`src/rtl/key_array_conditioner.sv`:
```
// key_array_conditioner: per-channel key synchroniser, debounce, edge pulses, toggle and auto-repeat
//
// Ports:
//   clk           system clock
//   reset         asynchronous reset, active low
//   key_in_i      raw key pins (asynchronous), polarity set by ACTIVE_LOW
//   repeat_en_i   per-channel auto-repeat enable
//   toggle_clr_i  per-channel synchronous clear of key_toggle_o
//   key_level_o   debounced level, 1 = pressed
//   key_press_o   one-cycle pulse on debounced press
//   key_release_o one-cycle pulse on debounced release
//   key_event_o   press pulse OR auto-repeat pulse
//   key_toggle_o  flips on every press
module key_array_conditioner #(
    parameter int CHANNELS        = 4,
    parameter bit ACTIVE_LOW      = 1'b1,
    parameter int DEBOUNCE_CYCLES = 50000,
    parameter int REPEAT_DELAY    = 25000000,
    parameter int REPEAT_PERIOD   = 5000000,
    parameter int CNT_W           = 26
) (
    input  logic                clk,
    input  logic                reset,
    input  logic [CHANNELS-1:0] key_in_i,
    input  logic [CHANNELS-1:0] repeat_en_i,
    input  logic [CHANNELS-1:0] toggle_clr_i,
    output logic [CHANNELS-1:0] key_level_o,
    output logic [CHANNELS-1:0] key_press_o,
    output logic [CHANNELS-1:0] key_release_o,
    output logic [CHANNELS-1:0] key_event_o,
    output logic [CHANNELS-1:0] key_toggle_o
);
    localparam logic [CNT_W-1:0] DEB = CNT_W'(DEBOUNCE_CYCLES);
    localparam logic [CNT_W-1:0] DLY = CNT_W'(REPEAT_DELAY);
    localparam logic [CNT_W-1:0] PER = CNT_W'(REPEAT_PERIOD);

    for (genvar c = 0; c < CHANNELS; c++) begin : g_ch
        logic             s1_q, s2_q;
        logic             pressed;
        logic [CNT_W-1:0] dcnt_q, dcnt_d, dnext;
        logic [CNT_W-1:0] hcnt_q, hcnt_d, hnext, hlim;
        logic             level_q, level_d;
        logic             press_q, press_d;
        logic             release_q, release_d;
        logic             event_q, event_d;
        logic             toggle_q, toggle_d;
        logic             period_q, period_d;
        logic             holding, fire;

        always_comb begin
            // synchroniser holds raw pin values, so polarity is folded in here
            pressed   = s2_q ^ ACTIVE_LOW;
            dnext     = dcnt_q + 1'b1;
            level_d   = (pressed != level_q && dnext == DEB) ? ~level_q : level_q;
            dcnt_d    = (pressed != level_q && dnext != DEB) ? dnext : '0;
            press_d   = level_d & ~level_q;
            release_d = level_q & ~level_d;
            // a press on the same edge as a clear still lands at 1
            toggle_d  = (toggle_q & ~toggle_clr_i[c]) ^ press_d;
            // hold counter only runs once the key is already registered as pressed,
            // so the press edge itself always leaves hcnt at 0 and never repeats
            holding   = level_q & repeat_en_i[c];
            hlim      = period_q ? PER : DLY;
            hnext     = hcnt_q + 1'b1;
            fire      = holding && hnext == hlim;
            hcnt_d    = (holding && !fire) ? hnext : '0;
            period_d  = holding & (period_q | fire);
            event_d   = press_d | fire;
        end

        always_ff @(posedge clk or negedge reset) begin
            if (!reset) begin
                s1_q      <= ACTIVE_LOW;
                s2_q      <= ACTIVE_LOW;
                dcnt_q    <= '0;
                hcnt_q    <= '0;
                level_q   <= 1'b0;
                press_q   <= 1'b0;
                release_q <= 1'b0;
                event_q   <= 1'b0;
                toggle_q  <= 1'b0;
                period_q  <= 1'b0;
            end else begin
                s1_q      <= key_in_i[c];
                s2_q      <= s1_q;
                dcnt_q    <= dcnt_d;
                hcnt_q    <= hcnt_d;
                level_q   <= level_d;
                press_q   <= press_d;
                release_q <= release_d;
                event_q   <= event_d;
                toggle_q  <= toggle_d;
                period_q  <= period_d;
            end
        end

        assign key_level_o[c]   = level_q;
        assign key_press_o[c]   = press_q;
        assign key_release_o[c] = release_q;
        assign key_event_o[c]   = event_q;
        assign key_toggle_o[c]  = toggle_q;
    end
endmodule

```
`config.mk`:
```
export PLATFORM = sky130hd
export DESIGN_NAME = key_array_conditioner
export DESIGN_NICKNAME = d
export VERILOG_FILES = /design/src/rtl/key_array_conditioner.sv
export SDC_FILE = /design/constraint.sdc
export NUM_CORES = 1
export LEC_CHECK = 0
export ABC_AREA = 1
export CAP_MARGIN = 20
export CELL_PAD_IN_SITES_DETAIL_PLACEMENT = 0
export CELL_PAD_IN_SITES_GLOBAL_PLACEMENT = 2
export CORE_UTILIZATION = 32
export CTS_CLUSTER_SIZE = 20
export DETAILED_ROUTE_END_ITERATION = 6
export PLACE_DENSITY_LB_ADDON = 0.08
export SLEW_MARGIN = 20
export SYNTH_ARGS = -nofsm -noshare
export SYNTH_HDL_FRONTEND = slang
export SYNTH_SLANG_ARGS = --single-unit
```
`constraint.sdc`:
```
create_clock -name clk -period 2.25 [get_ports clk]
set_input_delay 0.45 -clock clk [delete_from_list [all_inputs] [get_ports clk]]
set_output_delay 0.45 -clock clk [all_outputs]
set_load 0.005 [all_outputs]
```
==> flow_summary_export.csv, run 1 <==
group,metric,value,unit
outcome,status,"complete, but fails checks",
outcome,violations,"setup timing",
placement,gp_congestion,0.825,
hold_path,worstHoldPathCells,1,
timing,post-route-period-util,104,%
layout,fillCellCount,4622,
die,rows,78,
worst_setup_path,crit_arrival,2800,ps
clocking,clk_latency,580,ps
drt,drc,0,
clocking,path_clk_slew,60,ps
timing,hold_viol,0,
clocking,cts-root-buf,"clkbuf_16",
hold_path,hp-class,"in2reg",
worst_setup_path,r2r_cells,16,
yosys,synth.most_common_cell,"nand2_1",
placement,dp_hpwl,31200,um
timing,slew_viol_final,0,
power,power.density,466,nW/um^2
timing,worst_slack,-84.4,ps
die,boundaryPins,34,
power,ir_worst_vdd,0.448,mV
timing,tightest_slew,495,ps
yosys,ys_types,32,
worst_setup_path,path_cells,"buf_6 -> nand2_4 -> nor2_4 -> nand2_4 -> nor2_4 -> buf_6 -> nand3_2 -> nand2_2 -> nand2_2 -> nor2_4 -> nand3_2 -> nor2_4 -> nand2_4 -> nand2_8 -> clkbuf_16 -> nor2_2",
yosys,synth_top_area_share,38.8,%
flow_run,cap_violations,0,
layout,drive_gt1_share,33.9,%
worst_setup_path,worst_ep_required_time,2710,ps
die,dieArea,47700,sq um
yosys,synth_edf_count,0,
timing,setup_viol,97,
yosys,synthTopCellsByCount,"nand2_1, nor2_1, inv_1",
yosys,synth_seq_cells,240,
drt,routed_wl,44300,um
timing,fin_crit,2330,ps
drt,viasPerCell,4.53,
yosys,yosysWarningCount,0,
timing,fin_skew,10.1,ps
yosys,syn-mean-instance-area,6.60,sq um
drt,drtIter0Drc,570,
die,core,45800,sq um
timing,relSlewSlack,66.8,%
power,p_leak,9.24,nW
drt,vias,14535,
drt,firstDrtPassIters,5,
placement,dpl.cell_count,3079,
layout,stdcell_count,3210,
timing,max_freq,428,MHz
clocking,ctsHtreeMaxLevel,1,
worst_setup_path,slowest_delay,420,ps
die,die_y,218,um
drt,wl_per_cell,13.8,um
global_route,first_global_vias,13861,
yosys,synth_cells,2268,
clocking,cts_tree,"built",
yosys,synth_flop_cell,"dfrtp_1",
clocking,clk_path_buf_depth,3,
die,die_w,218,um
die,initial_core_util,32.7,%
worst_setup_path,path_common_cell,"nor2_4",
global_route,track_usage,17.8,%
drt,drt.antenna.violating_nets,0,
global_route,grt_max_degree,46,
global_route,grt_overflow,0,
global_route,grt_first_pass_wirelength,69300,um
worst_setup_path,start_kind,"flop",
layout,area_growth,46.2,%
yosys,syn_nets,2290,
timing,setup-tns-final,-2440,ps
worst_setup_path,cpMaxStageDelayCell,"dfrtp_1",
clocking,cts_num_sinks,240,
yosys,synthArstFlopShare,100,%
layout,fin_nets,2609,
worst_setup_path,critical_path_class,"reg2reg",
yosys,synth_area,15000,sq um
placement,pre_cts_ws,-153,ps
timing,grt_setup_unrepaired,"true",
global_route,antenna_found_initial,0,
yosys,synthTopCellsByArea,"dfrtp_1, nand2_1, nor2_1, inv_1, nand3_1",
worst_setup_path,critPathCaptureType,"flop",
power,power.total,10.2,mW
placement,numPortBuffers,33,
clocking,cts_made_buffers,31,
yosys,ys_seq_area_share,40.2,%
worst_setup_path,crit_fanout,6,
yosys,synth_top_area_cell,"dfrtp_1",
layout,n_antenna_cell,0,
-- power breakdown --
part	total [mW]	switching [mW]	internal [mW]
logic	0.387	0.223	0.164
clock network	5.45	2.04	3.41
registers	4.38	0.0284	4.35
-- critical path: cells and delay by family, from the launching register on --
kind	cells	cell delay, ps
buffers and inverters	3	420
DFF	1	420
and+or+nand+nor	13	1380
-- flip-flops by register name, summed over array words and instances (netlist names) --
register        count
g_ch.event_q        4
g_ch.period_q       4
g_ch.toggle_q       4
g_ch.dcnt_q       104
g_ch.level_q        4
g_ch.hcnt_q       104
g_ch.release_q      4
g_ch.press_q        4
g_ch.s1_q           4
g_ch.s2_q           4
-- cells by family after synthesis --
group,after synthesis,share of synthesized area [%]
fa+ha+maj,8,0.668
flops,240,40.2
simple gates,1543,43.3
xor+xnor,58,3.44
buf+inv,364,10.3
compound gates,55,2.11
-- per-layer routing --
layer / track usage (%) / wire (um) / vias to the layer above
li1: - / - / 7559
met1: 25.2 / 21700 / 6815
met2: 28.9 / 20700 / 110
met3: 2.16 / 1030 / 51
met4: 3.59 / 851 / 0
met5: 0 / 0 / -
-- placed cells by master (no fill, tap or decap), drive strengths merged, types with 4 or more instances in the layout --
| cell type | count |
|---|---|
| nor2 | 562 |
| xor2 | 30 |
| a21oi | 10 |
| o21bai | 15 |
| buf | 276 |
| nor3 | 17 |
| clkinv | 10 |
| clkdlybuf4s50 | 32 |
| clkbuf | 50 |
| dfrtp | 232 |
| ha | 8 |
| bufinv | 7 |
| xnor2 | 28 |
| nand4 | 51 |
| o21ai | 29 |
| nand3b | 29 |
| nand3 | 162 |
| nand2 | 715 |
| clkinvlp | 4 |
| dfstp | 8 |
| inv | 326 |
-- path summary, 6_finish.rpt --
check                                   from                 to  slack [ps]
max in group asynchronous              reset  g_ch[0].hcnt_q[2]        1170
min                              key_in_i[1]       g_ch[1].s1_q         280
max                        g_ch[3].dcnt_q[1]  g_ch[3].dcnt_q[3]         -80
min reg2reg                     g_ch[0].s1_q       g_ch[0].s2_q         350
min in group asynchronous              reset  g_ch[2].hcnt_q[6]         390
max reg2reg                g_ch[3].dcnt_q[1]  g_ch[3].dcnt_q[3]         -80
-- what timing repair did --
action	CTS	global route
gates cloned	1	15
setup endpoints to repair	217	232
gates resized for setup	78	605
setup buffers	13	52
endpoints found under the hold margin	37	0
hold buffers	1	0
pin swaps	20	162
-- stage by stage --
step / util (%) / cell area, sq um / hold slack (ps)
3_3_place_gp: 38.4 / 17600 / 348
6_report: 47.8 / 21900 / 280
3_5_place_dp: 38.4 / 17600 / 347
4_1_cts: 41.8 / 19100 / 251
5_1_grt: 47.8 / 21900 / 263
2_1_floorplan: - / 15000 / 154
-- cell type report --
type / instances / area, sq um / share of cell area (%)
multi-input combinational: 1664 / 9610 / 43.9
sequential: 240 / 6040 / 27.6
timing repair buffer: 322 / 3150 / 14.4
inverter: 328 / 1240 / 5.66
clock buffer: 37 / 828 / 3.78
tap: 600 / 751 / 3.43
clock inverter: 19 / 282 / 1.29
(Power assumes the default switching activity.)
==> run 2, diff against run 1 <==
--- a/config.mk
+++ b/config.mk
@@ -17,3 +17,4 @@
 export SYNTH_ARGS = -nofsm -noshare
 export SYNTH_HDL_FRONTEND = slang
 export SYNTH_SLANG_ARGS = --single-unit
+export TNS_END_PERCENT = 100
==> results of run 2 <==
Final layout, timing and power as in run 1 (identical DEF).
==> run 3, diff against run 2 <==
--- a/config.mk
+++ b/config.mk
@@ -9,9 +9,11 @@
 export CAP_MARGIN = 20
 export CELL_PAD_IN_SITES_DETAIL_PLACEMENT = 0
 export CELL_PAD_IN_SITES_GLOBAL_PLACEMENT = 2
+export CORE_MARGIN = 3
 export CORE_UTILIZATION = 32
 export CTS_CLUSTER_SIZE = 20
 export DETAILED_ROUTE_END_ITERATION = 6
+export MAX_ROUTING_LAYER = met4
 export PLACE_DENSITY_LB_ADDON = 0.08
 export SLEW_MARGIN = 20
 export SYNTH_ARGS = -nofsm -noshare
==> run 3 against run 2 <==
  * Highest routed layer unchanged
  * Count of clock-buffer cells in the layout up 20
  * The run still ends with setup timing left
  * Cell area down 1.6%
  * Clock power down 1%
  * Combinational power down 6.2%
  * Via count down 0.15%
  * Clock skew up 1.1 ps
  * Largest power group unchanged
  * Hold slack better by 42 ps
  * Routed wire length down 1.1%
==> flow_summary_export.csv, run 3 (synthesis gave the netlist of run 1 again) <==
group,metric,value,unit
outcome,status,"complete, but fails checks",
outcome,violations,"setup timing",
layout,drive_gt1_share,31.9,%
timing,hold_viol,0,
die,rows,78,
timing,post-route-period-util,101,%
power,ir_worst_vdd,0.490,mV
power,power.total,10.1,mW
drt,routed_wl,43800,um
timing,tightest_slew,459,ps
layout,multi_input_comb_area,9410,sq um
global_route,grt_max_degree,50,
layout,fin_nets,2606,
die,die_y,222,um
layout,final_cell_mix,"nand2_1, nor2_1, inv_1",
drt,drt.antenna.violating_nets,0,
global_route,track_usage,17.5,%
worst_setup_path,reg2reg_slack,-30,ps
power,p_leak,9.11,nW
worst_setup_path,worst_ep_required_time,2670,ps
layout,fillCellCount,4684,
flow_run,cap_violations,0,
placement,dpl.cell_count,3084,
timing,grt_setup_unrepaired,"true",
clocking,cts_tree,"built",
global_route,grt_overflow,0,
placement,gp_congestion,0.814,
drt,drc,0,
worst_setup_path,critical_path_class,"reg2reg",
hold_path,hp-class,"in2reg",
die,boundaryPins,34,
clocking,clk_path_buf_depth,3,
clocking,clk_latency,540,ps
die,die_w,222,um
global_route,use_met1,23.8,%
worst_setup_path,worstReg2RegEnd,"g_ch[2].dcnt_q[9]",
clocking,cts_num_sinks,240,
layout,n_antenna_cell,0,
global_route,grt_first_pass_wirelength,69800,um
worst_setup_path,slowest_delay,370,ps
timing,fin_skew,11.1,ps
clocking,cts_made_buffers,35,
placement,pre_cts_ws,-148,ps
placement,numPortBuffers,33,
worst_setup_path,startpoint,"g_ch[2].dcnt_q[0]",
die,core,45800,sq um
timing,slew_viol_final,0,
worst_setup_path,crit_arrival,2700,ps
drt,vias,14513,
clocking,path_clk_slew,60,ps
drt,wl_per_cell,13.7,um
timing,relSlewSlack,69.4,%
drt,drtIter0Drc,586,
worst_setup_path,critPathCaptureType,"flop",
worst_setup_path,start_kind,"flop",
drt,viasPerCell,4.52,
layout,seqCellArea,6040,sq um
clocking,cts-root-buf,"clkbuf_16",
worst_setup_path,cp_num_buf_inv,1,
placement,dp_hpwl,31600,um
layout,area_growth,43.9,%
die,initial_core_util,32.7,%
global_route,use_met3,2.17,%
global_route,first_global_vias,14000,
global_route,grt_use_met2,27.7,%
worst_setup_path,critPathTopFamily,"simple AND/OR/NAND/NOR gates",
worst_setup_path,r2r-start,"g_ch[2].dcnt_q[0]",
layout,final_common_cell,"nand2_1",
clocking,ctsHtreeMaxLevel,2,
layout,utilization,47.1,%
power,power.density,469,nW/um^2
drt,firstDrtPassIters,5,
timing,max_freq,439,MHz
global_route,busiest_layer,"met2",
hold_path,worstHoldPathCells,1,
layout,stdcell_count,3209,
layout,reg_top3,"g_ch.dcnt_q x104, g_ch.hcnt_q x104",
timing,setup-tns-final,-626,ps
die,dieArea,49400,sq um
timing,fin_crit,2280,ps
worst_setup_path,r2r_cells,15,
timing,setup_viol,55,
worst_setup_path,path_cells,"ha_2 -> nand2_2 -> nor2_4 -> nand2_2 -> nor2_4 -> nand2_1 -> nand2_2 -> nand2_2 -> nor2_4 -> nand3_2 -> nor2_4 -> nand2_2 -> nand2_4 -> buf_12 -> nor2_4",
global_route,antenna_found_initial,0,
hold_path,hold_start,"key_in_i[1]",
timing,worst_slack,-29.9,ps
worst_setup_path,crit_fanout,7,
worst_setup_path,cpMaxStageDelayCell,"dfrtp_1",
hold_path,min_to,"g_ch[1].s1_q",
==> run 3: changes by cell type in the layout (fill, tap and decap cells not counted), moves of 5 or more <==
cell,before,now
clkbuf_1,3,11
nor2_1,265,307
nand2_1,598,606
buf_6,32,25
dfrtp_1,216,211
nor2_2,176,149
nor2_4,121,107
dfrtp_2,16,21
clkbuf_8,3,9
nand2_2,95,86
bufinv_16,7,0
nand3_2,41,36
clkinv_2,8,3
==> run 3: worst max path at each step <==
| stage | endpoint | slack (ps) | cells after the start |
|---|---|---|---|
| 3_3_place_gp | g_ch[2].dcnt_q[24] | -180 | 14 |
| 4_1_cts | g_ch[0].hcnt_q[16] | -10 | 12 |
| 6_report | g_ch[2].dcnt_q[9] | -30 | 15 |
| 3_5_place_dp | g_ch[2].dcnt_q[10] | -150 | 14 |
| 2_1_floorplan | g_ch[1].hcnt_q[16] | 120 | 13 |
| 5_1_grt | g_ch[2].dcnt_q[9] | -180 | 15 |
==> run 3: routing by layer <==
metal | vias up | part of all wire (%)
met1 | 6752 | 49
met5 | - | 0
met4 | 0 | 2.0
met3 | 59 | 2.3
met2 | 118 | 47
li1 | 7584 | -
==> run 3: power breakdown <==
group	switching, mW	internal [mW]
logic	0.209	0.154
clock network	2.08	3.30
registers	0.0249	4.35
==> run 3: through the flow <==
step	instance area [sq um]	hold slack (ps)
finish	21600	322
global route	21600	312
CTS	19000	288
detailed placement	17600	347
global placement	17600	346
floorplan	15000	154
==> run 3: layout make-up <==
class	count	area share (%)
clock inverters	5	0.139
inverters	328	5.72
flip-flops and latches	240	28.0
well taps	600	3.48
clock buffers	57	5.06
repair buffers	314	13.9
multi-input cells	1665	43.7
==> run 3: timing repair <==
| item | in CTS | in global routing |
|---|---|---|
| pin swaps | 12 | 157 |
| hold endpoints to repair | 42 | 0 |
| gates resized for setup | 41 | 575 |
| cloned | 0 | 13 |
| setup buffers | 7 | 42 |
| hold buffers | 1 | 0 |
| endpoints found under the setup margin | 215 | 231 |
==> run 3: worst reg2reg max path, stage by stage, from the launching register on <==
cell and delay (ps):
dfrtp_1 370, ha_2 210, nand2_2 70, nor2_4 210
nand2_2 120, nor2_4 150, nand2_1 80, nand2_2 90
nand2_2 60, nor2_4 120, nand3_2 130, nor2_4 140
nand2_2 80, nand2_4 120, buf_12 170, nor2_4 50
